===== config.mk =====
export PLATFORM = sky130hd
export DESIGN_NAME = des_key_sched_flat
export DESIGN_NICKNAME = d
export VERILOG_FILES = /design/src/rtl/des_key_sched_if.sv /design/src/rtl/des_key_sched.sv /design/src/flat_wrapper.sv
export SDC_FILE = /design/constraint.sdc
export NUM_CORES = 1
export LEC_CHECK = 0
export CAP_MARGIN = 20
export CORE_ASPECT_RATIO = 0.7
export CORE_MARGIN = 2
export CORE_UTILIZATION = 53
export DETAILED_ROUTE_END_ITERATION = 6
export HOLD_SLACK_MARGIN = 0.05
export PLACE_DENSITY_LB_ADDON = 0.2
export SKIP_CTS_REPAIR_TIMING = 1
export SLEW_MARGIN = 40
export SYNTH_ARGS = -nofsm -noshare
export SYNTH_HDL_FRONTEND = slang
export SYNTH_SLANG_ARGS = --single-unit

===== constraint.sdc =====
create_clock -name i_clk -period 2.56 [get_ports i_clk]
set_input_delay 0.512 -clock i_clk [delete_from_list [all_inputs] [get_ports i_clk]]
set_output_delay 0.512 -clock i_clk [all_outputs]
set_load 0.02 [all_outputs]

===== src/rtl/des_key_sched_if.sv =====
// Handshake bundle for the DES key-schedule generator. The consumer/driver side
// uses the master modport, and the schedule core uses the slave modport.
interface des_key_sched_if;
    logic        i_start;
    logic [63:0] i_key;
    logic        i_decrypt;
    logic        i_subkey_ready;
    logic [47:0] o_subkey;
    logic        o_subkey_valid;
    logic [3:0]  o_round;
    logic        o_busy;
    logic        o_done;
    logic        o_parity_err;

    modport master (
        output i_start, i_key, i_decrypt, i_subkey_ready,
        input  o_subkey, o_subkey_valid, o_round, o_busy, o_done, o_parity_err
    );

    modport slave (
        input  i_start, i_key, i_decrypt, i_subkey_ready,
        output o_subkey, o_subkey_valid, o_round, o_busy, o_done, o_parity_err
    );
endinterface


===== src/rtl/des_key_sched.sv =====
// Sequential DES key schedule: issues K1..K16 (encrypt) or K16..K1 (decrypt),
// one 48-bit subkey per valid/ready handshake.
module des_key_sched #(
    parameter bit CHECK_PARITY = 1'b0
) (
    input  logic            i_clk,
    input  logic            i_rst_n,
    des_key_sched_if.slave  bus
);

    typedef enum logic {
        IDLE  = 1'b0,
        ISSUE = 1'b1
    } state_e;

    localparam int unsigned PC1 [56] = '{
        57, 49, 41, 33, 25, 17,  9,  1, 58, 50, 42, 34, 26, 18,
        10,  2, 59, 51, 43, 35, 27, 19, 11,  3, 60, 52, 44, 36,
        63, 55, 47, 39, 31, 23, 15,  7, 62, 54, 46, 38, 30, 22,
        14,  6, 61, 53, 45, 37, 29, 21, 13,  5, 28, 20, 12,  4
    };

    localparam int unsigned PC2 [48] = '{
        14, 17, 11, 24,  1,  5,  3, 28, 15,  6, 21, 10,
        23, 19, 12,  4, 26,  8, 16,  7, 27, 20, 13,  2,
        41, 52, 31, 37, 47, 55, 30, 40, 51, 45, 33, 48,
        44, 49, 39, 56, 34, 53, 46, 42, 50, 36, 29, 32
    };

    // Bit s set means the rotation for schedule index s is 2, otherwise 1.
    localparam logic [15:0] SHIFT_TWO = 16'b0111_1110_1111_1100;

    state_e      state_q, state_d;
    logic [27:0] c_q, c_d;
    logic [27:0] d_q, d_d;
    logic [3:0]  round_q, round_d;
    logic [3:0]  step_q, step_d;
    logic        dec_q, dec_d;
    logic        done_q, done_d;
    logic        perr_q, perr_d;

    logic [55:0] pc1_key;
    logic [55:0] cd;
    logic [47:0] subkey;
    logic [7:0]  byte_even;
    logic        key_perr;

    function automatic logic [27:0] rot_l(input logic [27:0] x, input logic two);
        return two ? {x[25:0], x[27:26]} : {x[26:0], x[27]};
    endfunction

    function automatic logic [27:0] rot_r(input logic [27:0] x, input logic two);
        return two ? {x[1:0], x[27:2]} : {x[0], x[27:1]};
    endfunction

    // DES bit n (1-based, MSB first) lives at vector index 64-n / 56-n.
    for (genvar g = 0; g < 56; g++) begin : g_pc1
        assign pc1_key[55-g] = bus.i_key[64-PC1[g]];
    end

    assign cd = {c_q, d_q};

    for (genvar g = 0; g < 48; g++) begin : g_pc2
        assign subkey[47-g] = cd[56-PC2[g]];
    end

    for (genvar g = 0; g < 8; g++) begin : g_par
        assign byte_even[g] = ~^bus.i_key[8*g +: 8];
    end

    assign key_perr = CHECK_PARITY ? |byte_even : 1'b0;

    always_comb begin
        state_d = state_q;
        c_d     = c_q;
        d_d     = d_q;
        round_d = round_q;
        step_d  = step_q;
        dec_d   = dec_q;
        done_d  = 1'b0;
        perr_d  = perr_q;
        case (state_q)
            IDLE: begin
                if (bus.i_start) begin
                    state_d = ISSUE;
                    dec_d   = bus.i_decrypt;
                    perr_d  = key_perr;
                    step_d  = '0;
                    if (bus.i_decrypt) begin
                        c_d     = pc1_key[55:28];
                        d_d     = pc1_key[27:0];
                        round_d = 4'd15;
                    end else begin
                        c_d     = rot_l(pc1_key[55:28], SHIFT_TWO[0]);
                        d_d     = rot_l(pc1_key[27:0], SHIFT_TWO[0]);
                        round_d = '0;
                    end
                end
            end
            ISSUE: begin
                if (bus.i_subkey_ready) begin
                    step_d = step_q + 4'd1;
                    // Decrypt also rotates on the last accept so {C,D} returns
                    // to PC-1(key); encrypt is already back there after K16.
                    if (dec_q) begin
                        c_d = rot_r(c_q, SHIFT_TWO[~step_q]);
                        d_d = rot_r(d_q, SHIFT_TWO[~step_q]);
                        if (step_q != 4'd15) begin
                            round_d = round_q - 4'd1;
                        end
                    end else if (step_q != 4'd15) begin
                        c_d     = rot_l(c_q, SHIFT_TWO[step_q + 4'd1]);
                        d_d     = rot_l(d_q, SHIFT_TWO[step_q + 4'd1]);
                        round_d = round_q + 4'd1;
                    end
                    if (step_q == 4'd15) begin
                        state_d = IDLE;
                        done_d  = 1'b1;
                    end
                end
            end
        endcase
    end

    always_ff @(posedge i_clk or negedge i_rst_n) begin
        if (!i_rst_n) begin
            state_q <= IDLE;
            c_q     <= '0;
            d_q     <= '0;
            round_q <= '0;
            step_q  <= '0;
            dec_q   <= 1'b0;
            done_q  <= 1'b0;
            perr_q  <= 1'b0;
        end else begin
            state_q <= state_d;
            c_q     <= c_d;
            d_q     <= d_d;
            round_q <= round_d;
            step_q  <= step_d;
            dec_q   <= dec_d;
            done_q  <= done_d;
            perr_q  <= perr_d;
        end
    end

    assign bus.o_subkey       = subkey;
    assign bus.o_subkey_valid = (state_q == ISSUE);
    assign bus.o_busy         = (state_q == ISSUE);
    assign bus.o_round        = round_q;
    assign bus.o_done         = done_q;
    assign bus.o_parity_err   = perr_q;

endmodule


===== src/flat_wrapper.sv =====
// flat-port wrapper written by rule: the top's interface ports become plain ports
module des_key_sched_flat 
#(
    parameter bit CHECK_PARITY = 1'b0
)
  (i_clk, i_rst_n, bus_i_start, bus_i_key, bus_i_decrypt, bus_i_subkey_ready, bus_o_subkey, bus_o_subkey_valid, bus_o_round, bus_o_busy, bus_o_done, bus_o_parity_err);
  des_key_sched_if bus_i ();
  input  logic i_clk;
  input  logic i_rst_n;
  input wire logic [$bits(bus_i.i_start)-1:0] bus_i_start;
  input wire logic [$bits(bus_i.i_key)-1:0] bus_i_key;
  input wire logic [$bits(bus_i.i_decrypt)-1:0] bus_i_decrypt;
  input wire logic [$bits(bus_i.i_subkey_ready)-1:0] bus_i_subkey_ready;
  output wire logic [$bits(bus_i.o_subkey)-1:0] bus_o_subkey;
  output wire logic [$bits(bus_i.o_subkey_valid)-1:0] bus_o_subkey_valid;
  output wire logic [$bits(bus_i.o_round)-1:0] bus_o_round;
  output wire logic [$bits(bus_i.o_busy)-1:0] bus_o_busy;
  output wire logic [$bits(bus_i.o_done)-1:0] bus_o_done;
  output wire logic [$bits(bus_i.o_parity_err)-1:0] bus_o_parity_err;
  assign bus_i.i_start = bus_i_start;
  assign bus_i.i_key = bus_i_key;
  assign bus_i.i_decrypt = bus_i_decrypt;
  assign bus_i.i_subkey_ready = bus_i_subkey_ready;
  assign bus_o_subkey = bus_i.o_subkey;
  assign bus_o_subkey_valid = bus_i.o_subkey_valid;
  assign bus_o_round = bus_i.o_round;
  assign bus_o_busy = bus_i.o_busy;
  assign bus_o_done = bus_i.o_done;
  assign bus_o_parity_err = bus_i.o_parity_err;
  des_key_sched #(.CHECK_PARITY(CHECK_PARITY)) u_core (.i_clk(i_clk), .i_rst_n(i_rst_n), .bus(bus_i));
endmodule

Word-level counts from Yosys, hierarchy flattened

Memories as Yosys holds them, arrays and structs flattened.
Index checks and enable logic that the tools add are counted.

Add/subtract/negate cells: 3
Magnitude comparators: 2
Equal/unequal tests: 6
Multiplexer cells: 35
Bitwise logic cells: 2
Reductions and logical operators: 4

Operator list:

| kind                  | number |
|---|---|
| $mux W28              | 14 |
| $pmux W28 S2          | 2 |
| $mux W4               | 8 |
| $pmux W4 S2           | 2 |
| $lt A4 B5 Y1 const B  | 2 |
| $add A4 B1 Y4 const B | 2 |
| $mux W1               | 8 |
| $ne A2 B2 Y1 const B  | 3 |
| $reduce_and A3 Y1     | 2 |
| $eq A4 B4 Y1 const B  | 1 |
| $ne A4 B4 Y1 const B  | 1 |
| $not A4 Y4            | 1 |
| $reduce_and A2 Y1     | 2 |
| $sub A4 B1 Y4 const B | 1 |
| $ne A3 B3 Y1 const B  | 1 |
| $pmux W1 S2           | 1 |
| $not A1 Y1            | 1 |

Register bits after elaboration: 67
Memory bits (read-only): 32
Input bits: 69
Output and inout bits: 56
Word-level logic and storage cells: 61
Memories kept: 2

Memories:

| name             | words | bits a word | rd ports | clocked after memory_dff | wr ports | RTL line             | text |
|---|---|---|---|---|---|---|---|
| (name not given) | 16    | 1           | 1        | 0                        | 0        | des_key_sched.sv:112 | `c_d = rot_l(c_q, SHIFT_TWO[step_q + 4'd1]);` |
| (name not given) | 16    | 1           | 1        | 0                        | 0        | des_key_sched.sv:106 | `c_d = rot_r(c_q, SHIFT_TWO[~step_q]);` |

Depth between registers and ports, before layout

Gate-level depths: netlist of the first run.

Depth in word-level cells: 8
Gate-level depth with buffers: 9
Mapped depth without buffers: 7

Worst setup path before layout of the first run

Ideal clock, no wire load.

Kind: register to register
From: register u_core.step_q[0]
To: register u_core.c_q[14]
Setup time: 0.077 ns
Data arrival time: 2.044 ns
Required time: 2.483 ns
Setup slack: 0.439 ns
Cell stages (with the launch flop): 10
Path buffers: 2
Period minus slack after synthesis: 2.121 ns
Path through: dfrtp_1 -> inv_1 -> ha_1 -> or4_4 -> o221a_2 -> buf_6 -> buf_6 -> o22ai_1 -> nand2_1 -> a21oi_1

Word-level cells in the longest chain between the ends: 8
Elaborated cells between the ends (all ways): 15
Those cells by class: 1 x add/sub; 2 x eq/ne; 8 x mux; 1 x bitwise; 1 x reduce/logical; 2 x memory

Ends and longest elaborated chain:

| element                       | RTL line             | text |
|---|---|---|
| start, declared               | des_key_sched.sv:37  | `logic [3:0] step_q, step_d;` |
| start signal, assigned        | des_key_sched.sv:140 | `step_q <= step_d;` |
| $add A4 B1 Y4                 | des_key_sched.sv:112 |  |
| $mem_v2 Z16 W1                | --                   |  |
| $mux W1 (not written as such) | des_key_sched.sv:112 |  |
| $mux W28                      | des_key_sched.sv:49  | `return two ? {x[25:0], x[27:26]} : {x[26:0], x[27]};` |
| $mux W28                      | des_key_sched.sv:111 | `end else if (step_q != 4'd15) begin` |
| $mux W28                      | des_key_sched.sv:105 | `if (dec_q) begin` |
| $mux W28                      | des_key_sched.sv:101 | `if (bus.i_subkey_ready) begin` |
| $pmux W28 S2                  | des_key_sched.sv:82  | `case (state_q)` |
| end signal, assigned          | des_key_sched.sv:128 | `c_q <= '0;` |
| end signal, assigned          | des_key_sched.sv:137 | `c_q <= c_d;` |
| end, declared                 | des_key_sched.sv:34  | `logic [27:0] c_q, c_d;` |

Several ways; a longest one is shown, not always the timed one. The select of a mux whose other input is x is not followed.
A chain may end at the register's enable or synchronous reset.

Worst setup path after layout of the first run

From: register u_core.step_q[1]
To: register u_core.d_q[3]

Word-level cells in the longest chain between the ends: 8
Elaborated cells between the ends (all ways): 15
Those cells by class: 1 x add/sub; 2 x eq/ne; 8 x mux; 1 x bitwise; 1 x reduce/logical; 2 x memory

Ends and longest elaborated chain:

| element              | RTL line             | text |
|---|---|---|
| $add A4 B1 Y4        | des_key_sched.sv:113 | `d_d = rot_l(d_q, SHIFT_TWO[step_q + 4'd1]);` |
| $mem_v2 Z16 W1       | --                   |  |
| $mux W1              | --                   |  |
| $mux W28             | des_key_sched.sv:49  |  |
| $mux W28             | des_key_sched.sv:111 |  |
| $mux W28             | des_key_sched.sv:105 |  |
| $mux W28             | des_key_sched.sv:101 |  |
| $pmux W28 S2         | des_key_sched.sv:82  |  |
| end signal, assigned | des_key_sched.sv:129 | `d_q <= '0;` |
| end signal, assigned | des_key_sched.sv:138 | `d_q <= d_d;` |
| end, declared        | des_key_sched.sv:35  | `logic [27:0] d_q, d_d;` |

Several ways; a longest one is shown, not always the timed one. The select of a mux whose other input is x is not followed.

==> results_dict.tcl, run 1 <==
set metrics [dict create \
    path_cells "inv_1 -> ha_1 -> or4_4 -> o221a_2 -> buf_4 -> o22ai_1 -> nand2_1 -> a21oi_1" \
    top_level_ports 125 \
    drv_cap 0 \
    worstHoldPathType "in2async" \
    synth_edf_count 0 \
    ys_seq_area_share_pct 28.17 \
    design_area_um2 7118 \
    insertion_delay_ps 330 \
    max-clock-path-buffers 2 \
    end_kind "flop" \
    peakVddDrop_uv 617.7 \
    cp-start-kind "flop" \
    setup_viol 0 \
    fillers 969 \
    die_w_um 130.6 \
    grt_pass1_wl_mm 28.55 \
    synth.avg_cell_area_um2 7.629 \
    setup_tns_ps 0 \
    cts_max_level 3 \
    drc 0 \
    die_area_um2 12100 \
    share_comb_of_total_power_pct 64.7 \
    layout_min_cycle_time_ps 2405 \
    power.share.sequential_pct 23.8 \
    slew_viol_final 0 \
    antenna_found_initial 0 \
    initial_core_util_pct 54.24 \
    dpl_worst_slack_ps 111.0 \
    synth_top_flop_cell "dfrtp_1" \
    cts_tree "built" \
    p_sw_share_pct 49.75 \
    place_area_um2 6818 \
    gp_congestion 0.8147 \
    dr.pass1.iters 5 \
    syn2layout_area_growth_pct 19.62 \
    grt_max_degree 77 \
    cp.arrival_ps 2660 \
    cts.sinks 67 \
    synth_seq_cells 67 \
    leakagePower_uw 0.002835 \
    dp_hpwl_mm 10.77 \
    skew_ps 8.479 \
    crit_start "u_core.step_q[1]" \
    pwr-share-clk_pct 11.5 \
    port_buffers 115 \
    p_per_area_nw_per_um2 1480 \
    fmax_mhz 415.7 \
    cpMaxStageDelayCell "or4_4" \
    nets 869 \
    rsz0062_at_grt "false" \
    drt-total-wl_mm 17.20 \
    grt_overflow 0 \
    wire_per_inst_um 18.09 \
    internal_power_uw 5294 \
    cts_root_buf "clkbuf_16" \
    status "completed" \
    syn_area_um2 5951 \
    clkSlewWorstSetupHoldPaths_ps 60 \
    grt_pass1_vias 5482 \
    cts_buffers 9 \
    vias_per_cell 6.450 \
    p_switching_uw 5242 \
    slowest_delay_ps 590 \
    yosysUniqueCellTypes 36 \
    drt_iter0_drc 949 \
    async_reset_ff_share_pct 100.0 \
    worst_slew_pin_slew_ps 679.2 \
    vias 6134 \
    die_y_um 92.66 \
    maxSlewHeadroom_pct 54.72 \
    syn-num-nets 855 \
    crit_path_max_fanout 28 \
    critPathKind "reg2reg" \
    setup_ws_ps 154.5 \
    core.rowCount 32 \
    antenna_left 0 \
    cp_data_required_time_ps 2820 \
    postSynthCellCount 780 \
    layout-drive-gt1-share_pct 6.391 \
    n_antenna_cell 0 \
    yosysWarnings 0 \
    finalCritPeriodShare_pct 93.96 \
    r2r_start "u_core.step_q[1]" \
    hold_viol_final 0 \
    coreArea_um2 10970 \
    track_usage_pct 29.03 \
]
[cell usage in the layout (no fill, tap or decap), drive strengths merged, types with 3 or more instances in the layout]
master,Yosys,layout
clkbuf,44,12
xnor2,5,5
o22ai,56,56
o31ai,59,59
clkinv,0,3
inv,6,5
a221oi,56,56
a21oi,59,59
dfrtp,67,67
nand2,182,182
o21ai,65,65
nor2b,4,4
clkdlybuf4s50,0,113
ha,5,5
buf,91,25
mux2i,57,57
nor2,6,6
[area by class of cell]
| cell class | count | area (µm²) | area share (%) |
|---|---|---|---|
| multi-input cells | 572 | 3525 | 49.52 |
| flip-flops and latches | 67 | 1679 | 23.59 |
| repair buffers | 138 | 1424 | 20.00 |
| clock buffers | 12 | 236.5 | 3.322 |
| well taps | 153 | 191.4 | 2.689 |
| clock inverters | 3 | 40.04 | 0.5625 |
| inverters | 6 | 22.52 | 0.3164 |
[cells in the mapped netlist, drive strengths merged, types with 2 or more instances]
library cell / n / area share, %
o31ai: 59 / 7.4
o22ai: 56 / 6.0
nor2b: 4 / 0.42
dfrtp: 67 / 28
xnor2: 5 / 0.74
a21oi: 59 / 5.0
mux2i: 57 / 9.6
inv: 6 / 0.38
buf: 91 / 10
clkbuf: 44 / 2.8
ha: 5 / 1.1
nand2b: 2 / 0.21
nand2: 182 / 11
o21ai: 65 / 5.5
a221oi: 56 / 8.2
nor2: 6 / 0.38
[worst max-delay path: cells and delay by family, from the launching register on]
family	cells	cell delay, ps
buffers and inverters	2	370
AOI/OAI and AO/OA	3	510
and+or+nand+nor	2	670
DFF	1	450
adders and majority gates	1	300
[cell families (layout without fill, tap and decap cells)]
family	Yosys count	after routing	share of synthesized area, %
AO/OA/AOI/OAI	301	301	32.95
XOR/XNOR	6	6	0.8831
adder cells (fa/ha/maj)	6	6	1.388
buffers and inverters	141	159	13.58
flip-flops	67	67	28.17
multiplexers	58	58	9.777
other	1	1	0.06302
AND/OR/NAND/NOR	200	200	13.18
[per-layer routing]
layer / vias to the layer above / track usage, % / routed length [µm]
met3: 22 / 5.488 / 1584
met5: - / 0 / 0
met1: 2894 / 43.98 / 7724
met4: 0 / 8.954 / 292
li1: 2859 / - / -
met2: 359 / 41.49 / 7599
[registers in the layout (all words and copies together), names as in the netlist]
register and count:
u_core.c_q 28, u_core.bus.o_round 4, u_core.bus.o_busy 1, u_core.bus.o_done 1, u_core.step_q 4, u_core.dec_q 1, u_core.d_q 28
[through the flow]
step / std cells / hold slack [ps] / power, µW / utilization (%)
floorplan: 780 / 216.4 / 7713 / -
global placement: 935 / 501.7 / 9030 / 62.15
detailed placement: 935 / 536.4 / 9157 / 62.15
CTS: 950 / 241.8 / 10410 / 64.67
global route: 951 / 270.7 / 11360 / 64.88
finish: 951 / 209.0 / 10540 / 64.88
[path summary, 6_finish.rpt]
check | endpoint | slack, ps | depth (start not counted)
worst max-delay path | u_core.d_q[3] | 150 | 8
worst min-delay path | u_core.d_q[11] | 210 | 1
worst max register to register | u_core.d_q[3] | 150 | 8
worst min register to register | u_core.bus.o_round[2] | 550 | 2
max in group asynchronous | u_core.d_q[7] | 1550 | 2
min in group i_clk | u_core.bus.o_round[2] | 550 | 2
[power groups by stage]
stage	Clock [µW]	Sequential, µW	Combinational [µW]
after global routing	1270	2600	7490
after detailed placement	0	2480	6680
after floorplan	0	2220	5490
after global placement	0	2450	6580
after CTS	1220	2470	6710
final	1210	2510	6820
No activity file was read; power rests on OpenSTA's default activity.
==> run 2: changes to the inputs <==
--- a/config.mk
+++ b/config.mk
@@ -8,12 +8,13 @@
 export CAP_MARGIN = 20
 export CORE_ASPECT_RATIO = 0.7
 export CORE_MARGIN = 2
-export CORE_UTILIZATION = 53
+export CORE_UTILIZATION = 35
 export DETAILED_ROUTE_END_ITERATION = 6
 export HOLD_SLACK_MARGIN = 0.05
 export PLACE_DENSITY_LB_ADDON = 0.2
 export SKIP_CTS_REPAIR_TIMING = 1
-export SLEW_MARGIN = 40
+export SLEW_MARGIN = 20
 export SYNTH_ARGS = -nofsm -noshare
 export SYNTH_HDL_FRONTEND = slang
 export SYNTH_SLANG_ARGS = --single-unit
+export TNS_END_PERCENT = 20
==> run 2 against run 1 <==
  * Non-clock buffer count is 2 higher
  * Sequential power is 2% higher
  * Critical path depth stayed put
  * Count of clock-buffer cells in the layout is 3 higher
  * Cell count is 7.9% higher
  * Power is 1.7% higher
  * Hold slack worse by 120 ps
  * Critical endpoint is now u_core.c_q[9]
  * Largest power group unchanged
==> results_dict.tcl, run 2 (synthesis results as in run 1) <==
set metrics [dict create \
    dpl_worst_slack_ps 194.8 \
    layout_min_cycle_time_ps 2374 \
    multiInputGateArea_um2 3518 \
    clkSlewWorstSetupHoldPaths_ps 60 \
    hold_viol_final 0 \
    gp_congestion 0.7946 \
    slowest_delay_ps 570 \
    die_y_um 113.1 \
    die_area_um2 18080 \
    nets 871 \
    grt_pass1_vias 5659 \
    setup_tns_ps 0 \
    drv_cap 0 \
    antenna_left 0 \
    die_w_um 159.9 \
    setup_ws_ps 185.8 \
    vias 6118 \
    max-clock-path-buffers 2 \
    final_core_util_pct 43.83 \
    dp_hpwl_mm 12.44 \
    syn2layout_area_growth_pct 21.49 \
    peakVddDrop_uv 1154 \
    largestRegisters "u_core.c_q x28, u_core.d_q x28" \
    grt_max_degree 60 \
    seqCellArea_um2 1680 \
    drt-total-wl_mm 19.22 \
    cp_data_required_time_ps 2810 \
    cts_root_buf "clkbuf_16" \
    p_switching_uw 5362 \
    cpMaxStageDelayCell "or4_4" \
    slew_viol_final 0 \
    final_cell_mix "nand2_1 (182), clkdlybuf4s50_1 (113), o21ai_0 (65)" \
    rsz0062_at_grt "false" \
    worstHoldPathType "in2async" \
    core.rowCount 39 \
    r2r_setup_slack_ps 190 \
    insertion_delay_ps 330 \
    status "completed" \
    antenna_found_initial 0 \
    p_per_area_nw_per_um2 1483 \
    fmax_mhz 421.2 \
    cts.sinks 67 \
    cp-start-kind "flop" \
    end_kind "flop" \
    layout-drive-gt1-share_pct 6.866 \
    path_cells "inv_1 -> ha_1 -> or4_4 -> o221a_2 -> buf_4 -> o22ai_1 -> nand2_1 -> a21oi_1" \
    final_common_cell "nand2_1" \
    coreArea_um2 16490 \
    crit_path_max_fanout 28 \
    finalCritPeriodShare_pct 92.74 \
    worst_slew_pin_slew_ps 940.4 \
    setup_viol 0 \
    grt_pass1_wl_mm 31.29 \
    track_usage_pct 21.18 \
    critPathKind "reg2reg" \
    share_comb_of_total_power_pct 64.1 \
    cts_buffers 9 \
    drc 0 \
    leakagePower_uw 0.002850 \
    cp.arrival_ps 2630 \
    cts_tree "built" \
    power.share.sequential_pct 23.8 \
    internal_power_uw 5358 \
    n_antenna_cell 0 \
    wire_per_inst_um 18.73 \
    skew_ps 5.556 \
    cts_max_level 3 \
    maxSlewHeadroom_pct 37.17 \
    vias_per_cell 5.963 \
    grt_overflow 0 \
    fillers 1706 \
    drt_iter0_drc 712 \
    pwr-share-clk_pct 12.2 \
    p_sw_share_pct 50.02 \
    top_level_ports 125 \
    dr.pass1.iters 5 \
    initial_core_util_pct 36.08 \
    port_buffers 115 \
]
## run 2: changes by cell type in the layout (fill, tap and decap cells not counted), sizes merged
cell / previous run / this run
clkbuf: 12 / 15
clkinv: 3 / 0
buf: 25 / 27
inv: 5 / 6
## run 2: critical path, delay by kind of cell (launching register included)
kind | cells | cell delay (ps)
adders and majority gates | 1 | 290
buffers and inverters | 2 | 370
and+or+nand+nor | 2 | 660
DFF | 1 | 460
AOI/OAI and AO/OA | 3 | 510
## run 2: metrics by stage
stage / hold WS [ps] / instances / power, µW / cell area [µm²]
after global placement: 446.6 / 1010 / 9162 / 6919
final: 89.21 / 1026 / 10720 / 7229
after detailed placement: 449.4 / 1010 / 9335 / 6919
after CTS: 90.25 / 1026 / 10690 / 7227
after floorplan: 216.4 / 780 / 7713 / 5951
after global routing: 105.4 / 1026 / 11550 / 7229
## run 2: layer usage
metal  share of wire, %  global-route usage [%]  vias to the layer above  wire [µm]
li1                   -                       -                     2860          -
met1                 47                   31.02                     2973       9040
met2                 44                   31.11                      268       8383
met3                8.1                   5.279                       17       1547
met4                1.3                   5.405                        0        244
met5                  0                       0                        -          0
## run 2: cell type report
type | count | share of cell area, %
clock buffers | 15 | 3.842
clock inverters | 1 | 0.4154
inverters | 6 | 0.3115
repair buffers | 140 | 19.63
multi-input cells | 572 | 48.67
well taps | 225 | 3.894
flip-flops and latches | 67 | 23.24
## run 2: worst paths after layout
kind                                       start               endpoint  cells after the start
setup / recovery                u_core.step_q[1]          u_core.c_q[9]                      8
hold / removal                           i_rst_n         u_core.d_q[24]                      1
setup reg to reg                u_core.step_q[1]          u_core.c_q[9]                      8
hold reg to reg            u_core.bus.o_round[0]  u_core.bus.o_round[0]                      1
max in group asynchronous                i_rst_n         u_core.d_q[16]                      2
min in group i_clk         u_core.bus.o_round[0]  u_core.bus.o_round[0]                      1
## run 2: power by group through the flow
stage	clock network (µW)	logic, µW	registers, µW
floorplan	0	5490	2220
global placement	0	6660	2500
detailed placement	0	6800	2530
CTS	1330	6840	2520
global route	1380	7520	2650
finish	1310	6870	2550
==> run 3: changes to the inputs <==
==> constraint.sdc (replaced) <==
create_clock -name i_clk -period 1.94 [get_ports i_clk]
set_input_delay 0.388 -clock i_clk [delete_from_list [all_inputs] [get_ports i_clk]]
set_output_delay 0.388 -clock i_clk [all_outputs]
set_load 0.02 [all_outputs]
==> run 3 against run 2 <==
  * Clock skew rose by 3.3 ps
  * Worst setup slack got worse by 270 ps
  * Via count increased by 1.7%
  * Count of clock-buffer cells in the layout fell by 3
  * Cell count increased by 2.0%
  * Die area is the same
  * The flow now finishes with violations (setup timing)
  * Power up 51%
  * Global-route usage fell by 1.1 points
  * Hold slack worse by 29 ps
  * Cell area up 11%
==> results_dict.tcl, run 3 (synthesis results as in run 1) <==
set metrics [dict create \
    hold_slack_ps 60.50 \
    gp_congestion 0.8220 \
    cts_buffers 9 \
    r2r_start "u_core.step_q[0]" \
    top_level_ports 125 \
    die_y_um 113.1 \
    rsz0062_at_grt "true" \
    drc 0 \
    leakagePower_uw 0.003182 \
    share_comb_of_total_power_pct 66.9 \
    p_per_area_nw_per_um2 2016 \
    core.rowCount 39 \
    cpMaxStageDelayCell "or4_4" \
    r2r_end "u_core.d_q[21]" \
    cp_data_required_time_ps 2190 \
    slowest_delay_ps 540 \
    multiInputGateArea_um2 3923 \
    vias 6221 \
    hold_viol_final 0 \
    dp_hpwl_mm 12.07 \
    cts_tree "built" \
    fmax_mhz 494.4 \
    syn2layout_area_growth_pct 34.71 \
    initial_core_util_pct 36.08 \
    layout_min_cycle_time_ps 2023 \
    critPathKind "reg2reg" \
    track_usage_pct 20.09 \
    cts.sinks 67 \
    failed_checks "setup timing" \
    grt_pass1_vias 5678 \
    port_buffers 115 \
    insertion_delay_ps 340 \
    coreArea_um2 16490 \
    die_w_um 159.9 \
    grt_pass1_wl_mm 30.14 \
    cp-start-kind "flop" \
    end_kind "flop" \
    power.share.sequential_pct 21.8 \
    die_area_um2 18080 \
    n_antenna_cell 0 \
    drt_iter0_drc 459 \
    p_switching_uw 7899 \
    dpl_worst_slack_ps -62.04 \
    worstHoldPathType "in2async" \
    antenna_left 0 \
    path_cells "ha_2 -> or4_4 -> o221a_4 -> buf_12 -> o22ai_1 -> nand2_1 -> a21oi_1" \
    wire_per_inst_um 18.79 \
    grt_overflow 0 \
    stdcell_count 1047 \
    max-clock-path-buffers 2 \
    slew_viol_final 0 \
    power_uw 16160 \
    setup_viol 50 \
    largestRegisters "u_core.c_q x28, u_core.d_q x28" \
    dp_cells 1022 \
    skew_ps 8.899 \
    nets 892 \
    drv_cap 0 \
    grt_max_degree 68 \
    r2r_setup_slack_ps -80 \
    fillers 1620 \
    layout-drive-gt1-share_pct 18.25 \
    vias_per_cell 5.942 \
    finalCritPeriodShare_pct 104.3 \
    clkSlewWorstSetupHoldPaths_ps 60 \
    setup_ws_ps -82.74 \
    internal_power_uw 8264 \
    final_common_cell "nand2_1" \
    critPathTopFamily "simple AND/OR/NAND/NOR gates" \
    peakVddDrop_uv 982.3 \
    dr.pass1.iters 7 \
    crit_path_max_fanout 28 \
    final_cell_mix "nand2_1 (182), clkdlybuf4s50_1 (111), o21ai_0 (64)" \
    seqCellArea_um2 1683 \
    drt-total-wl_mm 19.68 \
    p_sw_share_pct 48.87 \
    crit_buf_inv 1 \
    r2r.worst_path.cells 7 \
    cts_max_level 3 \
    antenna_found_initial 0 \
    cts_root_buf "clkbuf_16" \
    cp.arrival_ps 2270 \
    path_depth 7 \
    pwr-share-clk_pct 11.3 \
    status "complete, but fails checks" \
]
## run 3: stage by stage
step                cell area (µm²)  TNS [ps]  utilization, %
floorplan                      5982    -121.1               -
global placement               7147    -161.0           43.33
detailed placement             7147    -674.3           43.33
CTS                            7476    -971.0           45.33
global route                   8016     -5672           48.60
finish                         8016     -1249           48.60
## run 3: power groups by stage
stage | sequential [µW] | combinational (µW) | clock [µW]
finish | 3530 | 10800 | 1830
floorplan | 2930 | 7330 | 0
global route | 3660 | 11700 | 1920
detailed placement | 3340 | 9420 | 0
CTS | 3330 | 9460 | 1860
global placement | 3330 | 9330 | 0
## run 3: final cells by class
class	count	area share, %
Clock buffer	12	3.200
Tap cell	225	3.512
Inverter	6	0.2809
Sequential cell	67	20.99
Multi-Input combinational cell	572	48.93
Clock inverter	4	0.9053
Timing Repair Buffer	161	22.18
## run 3: how the worst max path moves through the flow
stage	start	slack [ps]	endpoint
after floorplan	u_core.step_q[1]	-4	u_core.d_q[15]
after global placement	bus_i_subkey_ready	-10	u_core.d_q[2]
after detailed placement	u_core.step_q[0]	-60	u_core.d_q[21]
after CTS	u_core.step_q[0]	-80	u_core.d_q[21]
after global routing	u_core.step_q[0]	-130	u_core.d_q[21]
final	u_core.step_q[0]	-80	u_core.d_q[21]
## run 3: metal layers
| layer | GRT usage [%] | routed length (µm) |
|---|---|---|
| met5 | 0 | 0 |
| met4 | 5.526 | 383 |
| met3 | 4.216 | 1502 |
| met2 | 28.63 | 8180 |
| met1 | 30.44 | 9609 |
